## src/rtl/alu_pkg.sv

```systemverilog
// Shared definitions for the ALU issue scheduler: opcode encodings,
// legality check and FSM state encoding.
package alu_pkg;

  localparam logic [3:0] OP_ADD = 4'b1111;
  localparam logic [3:0] OP_SUB = 4'b1110;
  localparam logic [3:0] OP_INC = 4'b1101;
  localparam logic [3:0] OP_DEC = 4'b1100;
  localparam logic [3:0] OP_AND = 4'b0111;
  localparam logic [3:0] OP_OR  = 4'b0110;
  localparam logic [3:0] OP_XOR = 4'b0101;
  localparam logic [3:0] OP_NOT = 4'b0100;

  typedef enum logic [1:0] {
    IDLE  = 2'd0,
    ISSUE = 2'd1,
    RESP  = 2'd2
  } state_t;

  function automatic logic is_legal_op(input logic [3:0] op);
    case (op)
      OP_ADD, OP_SUB, OP_INC, OP_DEC,
      OP_AND, OP_OR, OP_XOR, OP_NOT: return 1'b1;
      default:                       return 1'b0;
    endcase
  endfunction

endpackage

```

## src/rtl/rr_arbiter.sv

```systemverilog
// Combinational round-robin arbiter: grants the first requester at or
// above ptr, wrapping modulo N. The pointer register lives in the caller.
module rr_arbiter #(
  parameter  int N  = 2,
  localparam int PW = (N > 1) ? $clog2(N) : 1
) (
  input  logic [N-1:0]  req,
  input  logic [PW-1:0] ptr,
  output logic [N-1:0]  grant,
  output logic [PW-1:0] grant_idx
);

  logic found;
  int   j;

  always_comb begin
    grant     = '0;
    grant_idx = '0;
    found     = 1'b0;
    j         = 0;
    for (int k = 0; k < N; k++) begin
      j = int'(ptr) + k;
      if (j >= N) j = j - N;
      if (!found && req[j]) begin
        found     = 1'b1;
        grant[j]  = 1'b1;
        grant_idx = PW'(j);
      end
    end
  end

endmodule

```

## src/rtl/alu_issue_sched.sv

```systemverilog
// Round-robin scheduler sharing one combinational ALU between NREQ
// requesters; one operation in flight, response returned with requester ID.
module alu_issue_sched
  import alu_pkg::*;
#(
  parameter int NREQ = 2,
  parameter int W    = 32,
  parameter int IDW  = 3
) (
  input  logic              clk,
  input  logic              rst,
  input  logic [NREQ-1:0]   req_valid,
  output logic [NREQ-1:0]   req_ready,
  input  logic [NREQ*W-1:0] req_a,
  input  logic [NREQ*W-1:0] req_b,
  input  logic [NREQ*4-1:0] req_op,
  output logic              alu_status,
  output logic [W-1:0]      alu_a,
  output logic [W-1:0]      alu_b,
  output logic [3:0]        alu_opcode,
  input  logic [W-1:0]      alu_result,
  input  logic              alu_cout,
  input  logic              alu_ovf,
  output logic              rsp_valid,
  input  logic              rsp_ready,
  output logic [IDW-1:0]    rsp_id,
  output logic [W-1:0]      rsp_result,
  output logic              rsp_cout,
  output logic              rsp_ovf,
  output logic              rsp_illegal
);

  localparam int PW = (NREQ > 1) ? $clog2(NREQ) : 1;

  state_t         state_q, state_d;
  logic [PW-1:0]  ptr_q, ptr_d;
  logic [IDW-1:0] pend_id_q, pend_id_d;
  logic           alu_status_q, alu_status_d;
  logic [W-1:0]   alu_a_q, alu_a_d;
  logic [W-1:0]   alu_b_q, alu_b_d;
  logic [3:0]     alu_opcode_q, alu_opcode_d;
  logic           rsp_valid_q, rsp_valid_d;
  logic [IDW-1:0] rsp_id_q, rsp_id_d;
  logic [W-1:0]   rsp_result_q, rsp_result_d;
  logic           rsp_cout_q, rsp_cout_d;
  logic           rsp_ovf_q, rsp_ovf_d;
  logic           rsp_illegal_q, rsp_illegal_d;

  logic [NREQ-1:0] grant;
  logic [PW-1:0]   grant_idx;
  logic [W-1:0]    sel_a, sel_b;
  logic [3:0]      sel_op;
  logic            handshake;
  logic            illegal;

  rr_arbiter #(.N(NREQ)) u_arb (
    .req       (req_valid),
    .ptr       (ptr_q),
    .grant     (grant),
    .grant_idx (grant_idx)
  );

  // Grants are only offered in IDLE, and never while reset is held.
  assign req_ready = (state_q == IDLE && !rst) ? grant : '0;
  assign handshake = |req_ready;
  assign illegal   = !is_legal_op(alu_opcode_q);

  always_comb begin
    sel_a  = '0;
    sel_b  = '0;
    sel_op = '0;
    for (int i = 0; i < NREQ; i++) begin
      if (grant[i]) begin
        sel_a  = req_a[i*W +: W];
        sel_b  = req_b[i*W +: W];
        sel_op = req_op[i*4 +: 4];
      end
    end
  end

  always_comb begin
    state_d       = state_q;
    ptr_d         = ptr_q;
    pend_id_d     = pend_id_q;
    alu_status_d  = alu_status_q;
    alu_a_d       = alu_a_q;
    alu_b_d       = alu_b_q;
    alu_opcode_d  = alu_opcode_q;
    rsp_valid_d   = rsp_valid_q;
    rsp_id_d      = rsp_id_q;
    rsp_result_d  = rsp_result_q;
    rsp_cout_d    = rsp_cout_q;
    rsp_ovf_d     = rsp_ovf_q;
    rsp_illegal_d = rsp_illegal_q;
    case (state_q)
      IDLE: begin
        if (handshake) begin
          alu_a_d      = sel_a;
          alu_b_d      = sel_b;
          alu_opcode_d = sel_op;
          pend_id_d    = IDW'(grant_idx);
          ptr_d        = (int'(grant_idx) == NREQ - 1) ? '0 : grant_idx + 1'b1;
          alu_status_d = 1'b1;
          state_d      = ISSUE;
        end
      end
      ISSUE: begin
        // Illegal ops still go to the ALU, but its outputs are discarded.
        alu_status_d  = 1'b0;
        rsp_valid_d   = 1'b1;
        rsp_id_d      = pend_id_q;
        rsp_result_d  = illegal ? '0 : alu_result;
        rsp_cout_d    = illegal ? 1'b0 : alu_cout;
        rsp_ovf_d     = illegal ? 1'b0 : alu_ovf;
        rsp_illegal_d = illegal;
        state_d       = RESP;
      end
      RESP: begin
        if (rsp_ready) begin
          rsp_valid_d = 1'b0;
          state_d     = IDLE;
        end
      end
      default: begin
        alu_status_d = 1'b0;
        rsp_valid_d  = 1'b0;
        state_d      = IDLE;
      end
    endcase
  end

  always_ff @(posedge clk) begin
    if (rst) begin
      state_q       <= IDLE;
      ptr_q         <= '0;
      pend_id_q     <= '0;
      alu_status_q  <= 1'b0;
      alu_a_q       <= '0;
      alu_b_q       <= '0;
      alu_opcode_q  <= '0;
      rsp_valid_q   <= 1'b0;
      rsp_id_q      <= '0;
      rsp_result_q  <= '0;
      rsp_cout_q    <= 1'b0;
      rsp_ovf_q     <= 1'b0;
      rsp_illegal_q <= 1'b0;
    end else begin
      state_q       <= state_d;
      ptr_q         <= ptr_d;
      pend_id_q     <= pend_id_d;
      alu_status_q  <= alu_status_d;
      alu_a_q       <= alu_a_d;
      alu_b_q       <= alu_b_d;
      alu_opcode_q  <= alu_opcode_d;
      rsp_valid_q   <= rsp_valid_d;
      rsp_id_q      <= rsp_id_d;
      rsp_result_q  <= rsp_result_d;
      rsp_cout_q    <= rsp_cout_d;
      rsp_ovf_q     <= rsp_ovf_d;
      rsp_illegal_q <= rsp_illegal_d;
    end
  end

  assign alu_status  = alu_status_q;
  assign alu_a       = alu_a_q;
  assign alu_b       = alu_b_q;
  assign alu_opcode  = alu_opcode_q;
  assign rsp_valid   = rsp_valid_q;
  assign rsp_id      = rsp_id_q;
  assign rsp_result  = rsp_result_q;
  assign rsp_cout    = rsp_cout_q;
  assign rsp_ovf     = rsp_ovf_q;
  assign rsp_illegal = rsp_illegal_q;

endmodule

```

## config.mk

```make
export PLATFORM = sky130hd
export DESIGN_NAME = alu_issue_sched
export DESIGN_NICKNAME = d
export VERILOG_FILES = /design/src/rtl/alu_pkg.sv /design/src/rtl/rr_arbiter.sv /design/src/rtl/alu_issue_sched.sv
export SDC_FILE = /design/constraint.sdc
export NUM_CORES = 1
export LEC_CHECK = 0
export ABC_AREA = 0
export CAP_MARGIN = 20
export CORE_UTILIZATION = 40
export CTS_CLUSTER_SIZE = 10
export DETAILED_ROUTE_END_ITERATION = 8
export HOLD_SLACK_MARGIN = 0.05
export PLACE_DENSITY = 0.91
export SLEW_MARGIN = 0
export SYNTH_ARGS = -nofsm -noshare
export SYNTH_HDL_FRONTEND = slang
export SYNTH_SLANG_ARGS = --single-unit
```

## constraint.sdc

```tcl
create_clock -name clk -period 3.3 [get_ports clk]
set_input_delay 0.33 -clock clk [delete_from_list [all_inputs] [get_ports clk]]
set_output_delay 0.33 -clock clk [all_outputs]
set_load 0.01 [all_outputs]
```

Word level (Yosys, flattened, before mapping)
Memory sizes are Yosys's and may differ from the RTL's. A register that Yosys moved wholly into a read port is not among the register bits.
Index checks and enable logic that the tools add are counted.
{ "totals": {"regBits": 110, "latch_bits": 0, "ramBits": 0, "rom_bits": 16, "in_bits": 175, "output_inout_bits": 110, "wordCells": 81, "mem_count": 1} }
{ "mem_list": {"columns": ["name", "words", "word_bits", "read_ports", "rd_clocked_by_memory_dff", "wr", "line_no", "text"], "rows": [
  ["(no name shown)", 16, 1, 1, 1, 0, "alu_pkg.sv:21", "case (op)"]
]} }
{ "classes": {"addsub": 4, "n_mul": 0, "div_mod_pow": 0, "order_cmp": 6, "eq_ne": 4, "n_shift": 0, "muxes": 37, "bitwise": 3, "n_reduce_logical": 13} }
{ "op_table": {"columns": ["cell", "count"], "rows": [
  ["$mux 32", 7],
  ["$ge 32x1->1 const B", 2],
  ["$lt 32x3->1 const B", 2],
  ["$ge 32x3->1 const B", 1],
  ["$sub 32x3->32 const B", 1],
  ["$mux 1", 16],
  ["$mux 4", 4],
  ["$mux 2", 5],
  ["$reduce_and 2->1", 4],
  ["$pmux 2 s3", 1],
  ["$logic_and 1x1->1", 4],
  ["$ne 2x2->1 const B", 2],
  ["$logic_not 1->1", 3],
  ["$pmux 1 s3", 1],
  ["$sub 1x2->3 const B", 1],
  ["$add 1x1->2 const B", 1],
  ["$demux 1 s1", 2],
  ["$eq 2x1->1 const B", 1],
  ["$eq 2x2->1 const B", 1],
  ["$ge 1x2->1 const B", 1],
  ["$logic_not 2->1", 1],
  ["$not 1->1", 2],
  ["$or 2x2->2", 1],
  ["$pmux 1 s2", 1],
  ["other kinds (2)", 2]
]} }

Depth between registers and ports, before layout
Gate-level depths: netlist of run 1.
{ "depth": {"depth_word": 14, "ltp_mapped": 8, "depth_no_buf": 3} }

By module
From an unflattened synthesis of run 1, not the netlist that was laid out.
{ "unflattened": {"cells_unflattened": 515, "area_unflattened_um2": 4555.6} }
{ "modules_own_cells": {"columns": ["module", "n_inst", "cells_per_inst", "area_per_inst_um2", "seq_area_each_um2"], "rows": [
  ["alu_issue_sched", 1, 511, 4525.6, 2222.1],
  ["rr_arbiter", 1, 4, 30.0, 0.0]
]} }

Least setup slack after synthesis of run 1
OpenSTA, ideal clock, no wires.
{ "synth_timing": {"path_kind": "input-to-output", "from": "input req_valid[1]", "to": "output req_ready[0]", "arrival_time_ps": 1339, "required_time_ps": 2970, "setup_slack_ps": 1631, "path_stages": 5, "path_buffers": 3, "path_cell_list": "buf_6 a21boi_1 buf_2 buf_2 and2_1"} }
{ "synth_between": {"elab_chain_cells": 8, "elab_cells_between_ends": 13, "classes_between": "mux (10); bitwise (1); reduce/logical (2)"} }
{ "synth_rtl": {"columns": ["item", "line_no", "text"], "rows": [
  ["start, declared", "alu_issue_sched.sv:12", "input logic [NREQ-1:0] req_valid,"],
  ["$mux 1 (implied by the code) (3 in a row)", "rr_arbiter.sv:24", "if (!found && req[j]) begin"],
  ["$mux 1", "rr_arbiter.sv:24", null],
  ["$logic_not 1->1", "rr_arbiter.sv:24", null],
  ["$logic_and 1x1->1", "rr_arbiter.sv:24", null],
  ["$mux 2 (*)", "rr_arbiter.sv:24", null],
  ["$mux 2 (*)", "alu_issue_sched.sv:64", "assign req_ready = (state_q == IDLE && !rst) ? grant : '0;"],
  ["end, declared", "alu_issue_sched.sv:13", "output logic [NREQ-1:0] req_ready,"]
]} }
Mark *: on every way between the ends. The rest lies on a longest branch, timed or not. The select of a mux whose other input is x is not followed.

Worst setup path after layout of run 1
{ "layout_timing": {"from": "register state_q[0]", "to": "output req_ready[0]"} }
{ "layout_between": {"elab_chain_cells": 3} }
{ "layout_rtl": {"columns": ["item", "line_no", "text"], "rows": [
  ["start, declared", "alu_issue_sched.sv:35", "state_t state_q, state_d;"],
  ["start signal, assigned", "alu_issue_sched.sv:148", "state_q <= state_d;"],
  ["$logic_not 2->1", "alu_issue_sched.sv:64", null],
  ["$logic_and 1x1->1", "alu_issue_sched.sv:64", null],
  ["$mux 2", "alu_issue_sched.sv:64", null]
]} }
No other way between the ends.

==> metrics.txt, run 1 <==
run status=finished clean; total leakage power=2.58 nW; syn avg cell area=9.00 µm²; max-slew headroom at the worst pin=51.4%; biggest area consumer among synthesized cells=sky130_fd_sc_hd__dfxtp_1; arrival time of the worst setup path=2060 ps; count of yosys warnings during synthesis=0; number of distinct library cell variants in the gate-level netlist after synthesis=23; summed area of non-filler cells in the final layout=around 0.0078 mm²; cell area after synthesis=0.00467 mm²; die extent in x=roughly 110 µm; Core Util, Final=between 60% and 70%; DRC violation count after routing=0; CP delay by family, top=buffers and inverters; total global routing track utilization=25.3%; number of global-route vias before repair=4897; die height=110 µm; area post-placement=0.00746 mm²; CTS buffer count=9; share of post-route cells with drive strength above 1=5.81%; Hold Violations, Final=0; worst setup slack for register-to-register paths=between 900 and 1000 ps; worst min-delay path category=reg2reg; global-route wire length before repair=23.7 mm; sequential area share after synthesis=a little under half; smallest setup slack after layout=909 ps; maximum number of pins on one net before global-route repair=70; starting utilization of the core area=40.9%; via count=5201; worst path bufs/invs=2; slew at the pin closest to its max-slew limit=approximately 730 ps; crit end category=primary output; number of resized instances in the post-cts repair step=0; clock net sink count=111; clock tree from TritonCTS=built; Die Footprint=0.0121 mm²; Synth area leaders=sky130_fd_sc_hd__dfxtp_1, sky130_fd_sc_hd__a32oi_1, sky130_fd_sc_hd__a21oi_1, sky130_fd_sc_hd__a211oi_1, sky130_fd_sc_hd__clkbuf_1; f_max=418 MHz; IO Port Bufs=282; Clock Root Buffer=sky130_fd_sc_hd__clkbuf_16; Antenna diodes=0; unrepaired setup endpoints after global routing=no; CTS H-tree lvls=3; clock latency on the worst-skew pair=between 300 and 400 ps; Iter 0 DRT Violations=between 300 and 400; FP Rows=39; initial antenna violation count=0; count of nets after finishing=927; routability-driven placement congestion ratio=0.811; standard cell with the maximum stage delay on the critical path=sky130_fd_sc_hd__clkdlybuf4s50_1; iteration count of the initial detailed-routing pass=5; buffer levels on the longest clock path=2; worst ir drop on vdd=253 µV; quantity of hold-fixing buffers added after cts=0; kind of start point of the critical path=register; post-CTS setup-driven buffer insertion count=0; most common cell after layout, fill and taps aside=sky130_fd_sc_hd__clkdlybuf4s50_1; Setup WS pre-CTS=slightly above 700 ps; Syn Inst Count=~520; average wire per cell in the routed design=18.1 µm; Routed Antenna Nets=0; max-slew violations=0; Period Utilization, post-route=72.5%; setup TNS=0 ps; count of state elements after synthesis=111; relative area change from synthesis to final layout=67.4%; wire length reported by the detailed router=16.3 mm; final setup violating endpoints=0; CP max stage delay=560 ps; Pwr Density=453 mW/mm²; classification of the worst setup path=reg2out; Final Skew=7.34 ps; portion of synthesized cell area occupied by the leading cell type=47.6%; Top Ports=285; time the final worst path needs with I/O delays and setup=2390 ps; post-detailed-route via-to-cell ratio=5.78; sum of net half-perimeters after detailed placement=11.5 mm; maximum fanout along the worst path=26; max_cap viols=0; clock-pin transition on the worst setup and hold timing paths=70 ps; most used cells in the layout excluding fill and tap cells=sky130_fd_sc_hd__clkdlybuf4s50_1, sky130_fd_sc_hd__dfxtp_1, sky130_fd_sc_hd__a21oi_1; data required time at the worst endpoint=around 3000 ps; aggregate global routing overflow=0; core area=0.0114 mm²; CP Cell Sequence=nor3_2 > buf_4 > and2_1 > clkdlybuf4s50_1
cells by family after synthesis:
group	count (synthesis)	synth area share, %
DFF	111	47.6
buffers and inverters	73	7.02
and+or+nand+nor	88	8.57
AOI/OAI and AO/OA	246	36.7
other	1	0.0803
worst min-delay path: stages (launching register included):
cell	delay (ps)
sky130_fd_sc_hd__dfxtp_1	310
sky130_fd_sc_hd__nand2_1	50
sky130_fd_sc_hd__a21oi_1	50
sequential cells by signal (all words and copies together) (netlist names), 2 cells and up, named ones only:
register	flops
alu_a	32
rsp_result	32
alu_b	32
alu_opcode	4
state_q	2
cell type report:
| cell class | count | area [µm²] |
|---|---|---|
| clock inverter | 4 | 77.6 |
| fill | 867 | 3600 |
| timing repair buffer | 294 | 2950 |
| tap | 143 | 179 |
| multi-input combinational | 336 | 2150 |
| clock buffer | 12 | 246 |
| sequential | 111 | 2220 |
metal layers:
metal  part of all wire, %  global-route usage (%)
met2                    50                    45.3
met4                   2.9                    12.7
met5                     0                       0
met1                    39                    27.7
met3                   8.1                    6.23
cells in the mapped netlist:
master,n
sky130_fd_sc_hd__a32oi_1,68
sky130_fd_sc_hd__buf_1,4
sky130_fd_sc_hd__a21boi_1,1
sky130_fd_sc_hd__a211oi_1,59
sky130_fd_sc_hd__or2_1,1
sky130_fd_sc_hd__buf_2,12
sky130_fd_sc_hd__nand3_1,34
sky130_fd_sc_hd__nand2b_1,2
sky130_fd_sc_hd__nor2b_1,4
sky130_fd_sc_hd__clkbuf_2,1
sky130_fd_sc_hd__nor3_1,2
sky130_fd_sc_hd__nor2_1,6
sky130_fd_sc_hd__nand2_1,36
sky130_fd_sc_hd__a311oi_1,1
sky130_fd_sc_hd__buf_4,2
sky130_fd_sc_hd__buf_6,4
sky130_fd_sc_hd__clkbuf_1,50
sky130_fd_sc_hd__a21oi_1,107
sky130_fd_sc_hd__and2_1,2
sky130_fd_sc_hd__conb_1,1
sky130_fd_sc_hd__and3_1,1
sky130_fd_sc_hd__dfxtp_1,111
sky130_fd_sc_hd__a211oi_2,10
through the flow:
step / power (mW) / cells / hold WS, ps
after floorplan: 1.91 / 520 / 427
after global placement: 2.35 / 882 / 439
after detailed placement: 2.39 / 883 / 444
after CTS: 3.55 / 899 / 454
after global routing: 3.69 / 900 / 463
final: 3.54 / 900 / 452
worst paths after layout:
| check | endpoint | from | depth (start not counted) |
|---|---|---|---|
| worst min-delay path | rsp_result[3] | rsp_result[3] | 2 |
| worst max-delay path | req_ready[0] | state_q[0] | 4 |
| worst min register to register | rsp_result[3] | rsp_result[3] | 2 |
| worst max register to register | alu_b[13] | state_q[0] | 5 |
power breakdown:
group	internal [mW]	switching (mW)
sequential	1.44	0.0602
clock	0.691	0.473
combinational	0.472	0.403
Power figures use the tool's default switching activity.
==> run 2: changes to the inputs <==
--- a/config.mk
+++ b/config.mk
@@ -7,11 +7,11 @@
 export LEC_CHECK = 0
 export ABC_AREA = 0
 export CAP_MARGIN = 20
-export CORE_UTILIZATION = 40
+export CORE_UTILIZATION = 37
 export CTS_CLUSTER_SIZE = 10
 export DETAILED_ROUTE_END_ITERATION = 8
 export HOLD_SLACK_MARGIN = 0.05
-export PLACE_DENSITY = 0.91
+export PLACE_DENSITY = 0.85
 export SLEW_MARGIN = 0
 export SYNTH_ARGS = -nofsm -noshare
 export SYNTH_HDL_FRONTEND = slang
==> constraint.sdc (replaced) <==
create_clock -name clk -period 2.4 [get_ports clk]
set_input_delay 0.24 -clock clk [delete_from_list [all_inputs] [get_ports clk]]
set_output_delay 0.24 -clock clk [all_outputs]
set_load 0.01 [all_outputs]
==> run 2 against run 1 <==
Against the previous run:
- design area rose by 0.72%
- critical path type unchanged
- clock power rose by 43%
- register-to-register slack got worse by 420 ps
- critical endpoint unchanged
- sequential share of layout area fell by 0.20 points
==> metrics.txt, run 2 (synthesis results as in run 1) <==
worst slack on hold paths=223 ps (was 452 ps); IO Port Bufs=282 (unchanged); DRC violation count after routing=0 (unchanged); slew at the pin closest to its max-slew limit=684 ps (was 729 ps); clock tree from TritonCTS=built (unchanged); time the final worst path needs with I/O delays and setup=~2100 ps; non-filler instance count after layout=927 (was 900); data required time at the worst endpoint=2160 ps (was 2970 ps); Routed Antenna Nets=0 (unchanged); worst min-delay path category=in2reg (was reg2reg); unrepaired setup endpoints after global routing=no (unchanged); clock-pin transition on the worst setup and hold timing paths=80 ps (was 70 ps); arrival time of the worst setup path=1820 ps (was 2060 ps); total global routing track utilization=24.0% (was 25.3%); crit end category=primary output (unchanged); CTS H-tree lvls=3 (unchanged); wire length reported by the detailed router=16.1 mm (was 16.3 mm); count of nets after finishing=929 (was 927); Hold Violations, Final=0 (unchanged); sum of net half-perimeters after detailed placement=11.5 mm (about the same); filler cell count in the final layout=951 (was 867); cell depth of the worst min-delay path=2 (unchanged); Antenna diodes=0 (unchanged); aggregate global routing overflow=0 (unchanged); core area=0.0122 mm² (was 0.0114 mm²); post-CTS setup-driven buffer insertion count=0 (unchanged); global-route wire length before repair=24.9 mm (was 23.7 mm); standard cell with the maximum stage delay on the critical path=sky130_fd_sc_hd__clkdlybuf4s50_1 (unchanged); total leakage power=2.59 nW (was 2.58 nW); f_max=484 MHz; Final Skew=6.61 ps (was 7.34 ps); total number of cells along the worst setup path=4 (unchanged); max-slew headroom at the worst pin=54.4% (was 51.4%); CTS buffer count=9 (unchanged); FP Rows=40 (was 39); most used cells in the layout excluding fill and tap cells=sky130_fd_sc_hd__clkdlybuf4s50_1, sky130_fd_sc_hd__dfxtp_1, sky130_fd_sc_hd__a21oi_1 (unchanged); post-detailed-route via-to-cell ratio=5.55 (was 5.78); CP max stage delay=550 ps (was 560 ps); Period Utilization, post-route=86.0%; initial antenna violation count=0 (unchanged); die extent in x=114 µm (was 110 µm); Pwr Density=624 mW/mm² (was 453 mW/mm²); die height=114 µm (was 110 µm); Clock Root Buffer=sky130_fd_sc_hd__clkbuf_16 (unchanged); average wire per cell in the routed design=17.4 µm (was 18.1 µm); worst ir drop on vdd=437 µV (was 253 µV); maximum number of pins on one net before global-route repair=70 (unchanged); CP Cell Sequence=nor3_2 > buf_4 > and2_1 > clkdlybuf4s50_1 (unchanged); Top Ports=285 (unchanged); kind of start point of the critical path=register (unchanged); starting utilization of the core area=38.4% (was 40.9%); share of post-route cells with drive strength above 1=6.32% (was 5.81%); buffer levels on the longest clock path=2 (unchanged); clock latency on the worst-skew pair=340 ps (about the same); quantity of hold-fixing buffers added after cts=0 (unchanged); maximum fanout along the worst path=8 (was 26); number of global-route vias before repair=4937 (was 4897); max-slew violations=0 (unchanged); classification of the worst setup path=reg2out (unchanged); clock net sink count=111 (unchanged); max_cap viols=0 (unchanged); area post-placement=0.00754 mm² (was 0.00746 mm²); most common cell after layout, fill and taps aside=sky130_fd_sc_hd__clkdlybuf4s50_1 (unchanged); iteration count of the initial detailed-routing pass=4 (was 5); placed instance count=911 (was 883); number of resized instances in the post-cts repair step=0 (unchanged); via count=5146 (was 5201); relative area change from synthesis to final layout=68.6% (was 67.4%); Iter 0 DRT Violations=347 (was 379); run status=finished clean (unchanged); routability-driven placement congestion ratio=0.764 (was 0.811); total area of multi-input combinational cells=0.00215 mm² (unchanged); CP delay by family, top=buffers and inverters (unchanged); summed area of non-filler cells in the final layout=0.00787 mm² (was 0.00782 mm²); Die Footprint=0.0131 mm² (was 0.0121 mm²); setup TNS=0 ps (unchanged); depth of the most critical reg-to-reg path=5 (unchanged); register area=0.00222 mm² (unchanged); final setup violating endpoints=0 (unchanged); worst path bufs/invs=2 (unchanged)
==> run 2: cell count changes in the layout (fill, tap and decap cells not counted), sizes merged <==
cell / delta
clkinv: -1
clkbuf: -2
inv: +3
buf: +2
==> run 2: final timing paths <==
path | startpoint | end | slack, ps
worst max register to register | state_q[0] | alu_b[13] | 520
worst min-delay path | rst | rsp_result[29] | 220
worst min register to register | rsp_id[0] | rsp_id[0] | 460
worst max-delay path | state_q[0] | req_ready[0] | 340
==> run 2: routing by layer <==
layer | track usage (%) | up-vias | part of all wire [%]
met2 | 43.8 | 232 | 51
li1 | - | 2461 | -
met5 | 0 | - | 0
met3 | 6.78 | 23 | 8.0
met1 | 26.5 | 2430 | 39
met4 | 8.23 | 0 | 1.8
==> run 2: area by class of cell <==
type                       instances  area share, %
tap                              168           2.67
clock buffer                      10           3.04
sequential                       111           28.2
multi-input combinational        336           27.3
timing repair buffer             296           37.6
clock inverter                     6           1.24
==> run 2: through the flow <==
stage | power (mW) | worst slack, ps | utilization (%)
4_1_cts | 4.95 | 300 | 64.7
5_1_grt | 5.14 | 210 | 64.7
6_report | 4.92 | 335 | 64.7
3_3_place_gp | 3.26 | 458 | 62.0
3_5_place_dp | 3.30 | 413 | 62.0
2_1_floorplan | 2.62 | 876 | -
==> run 2: power by group <==
part	internal, mW	switching, mW	leakage [nW]
Combinational	0.650	0.548	1.52
Clock	0.963	0.699	0.166
Sequential	1.98	0.0784	0.909
Total	3.59	1.33	2.59
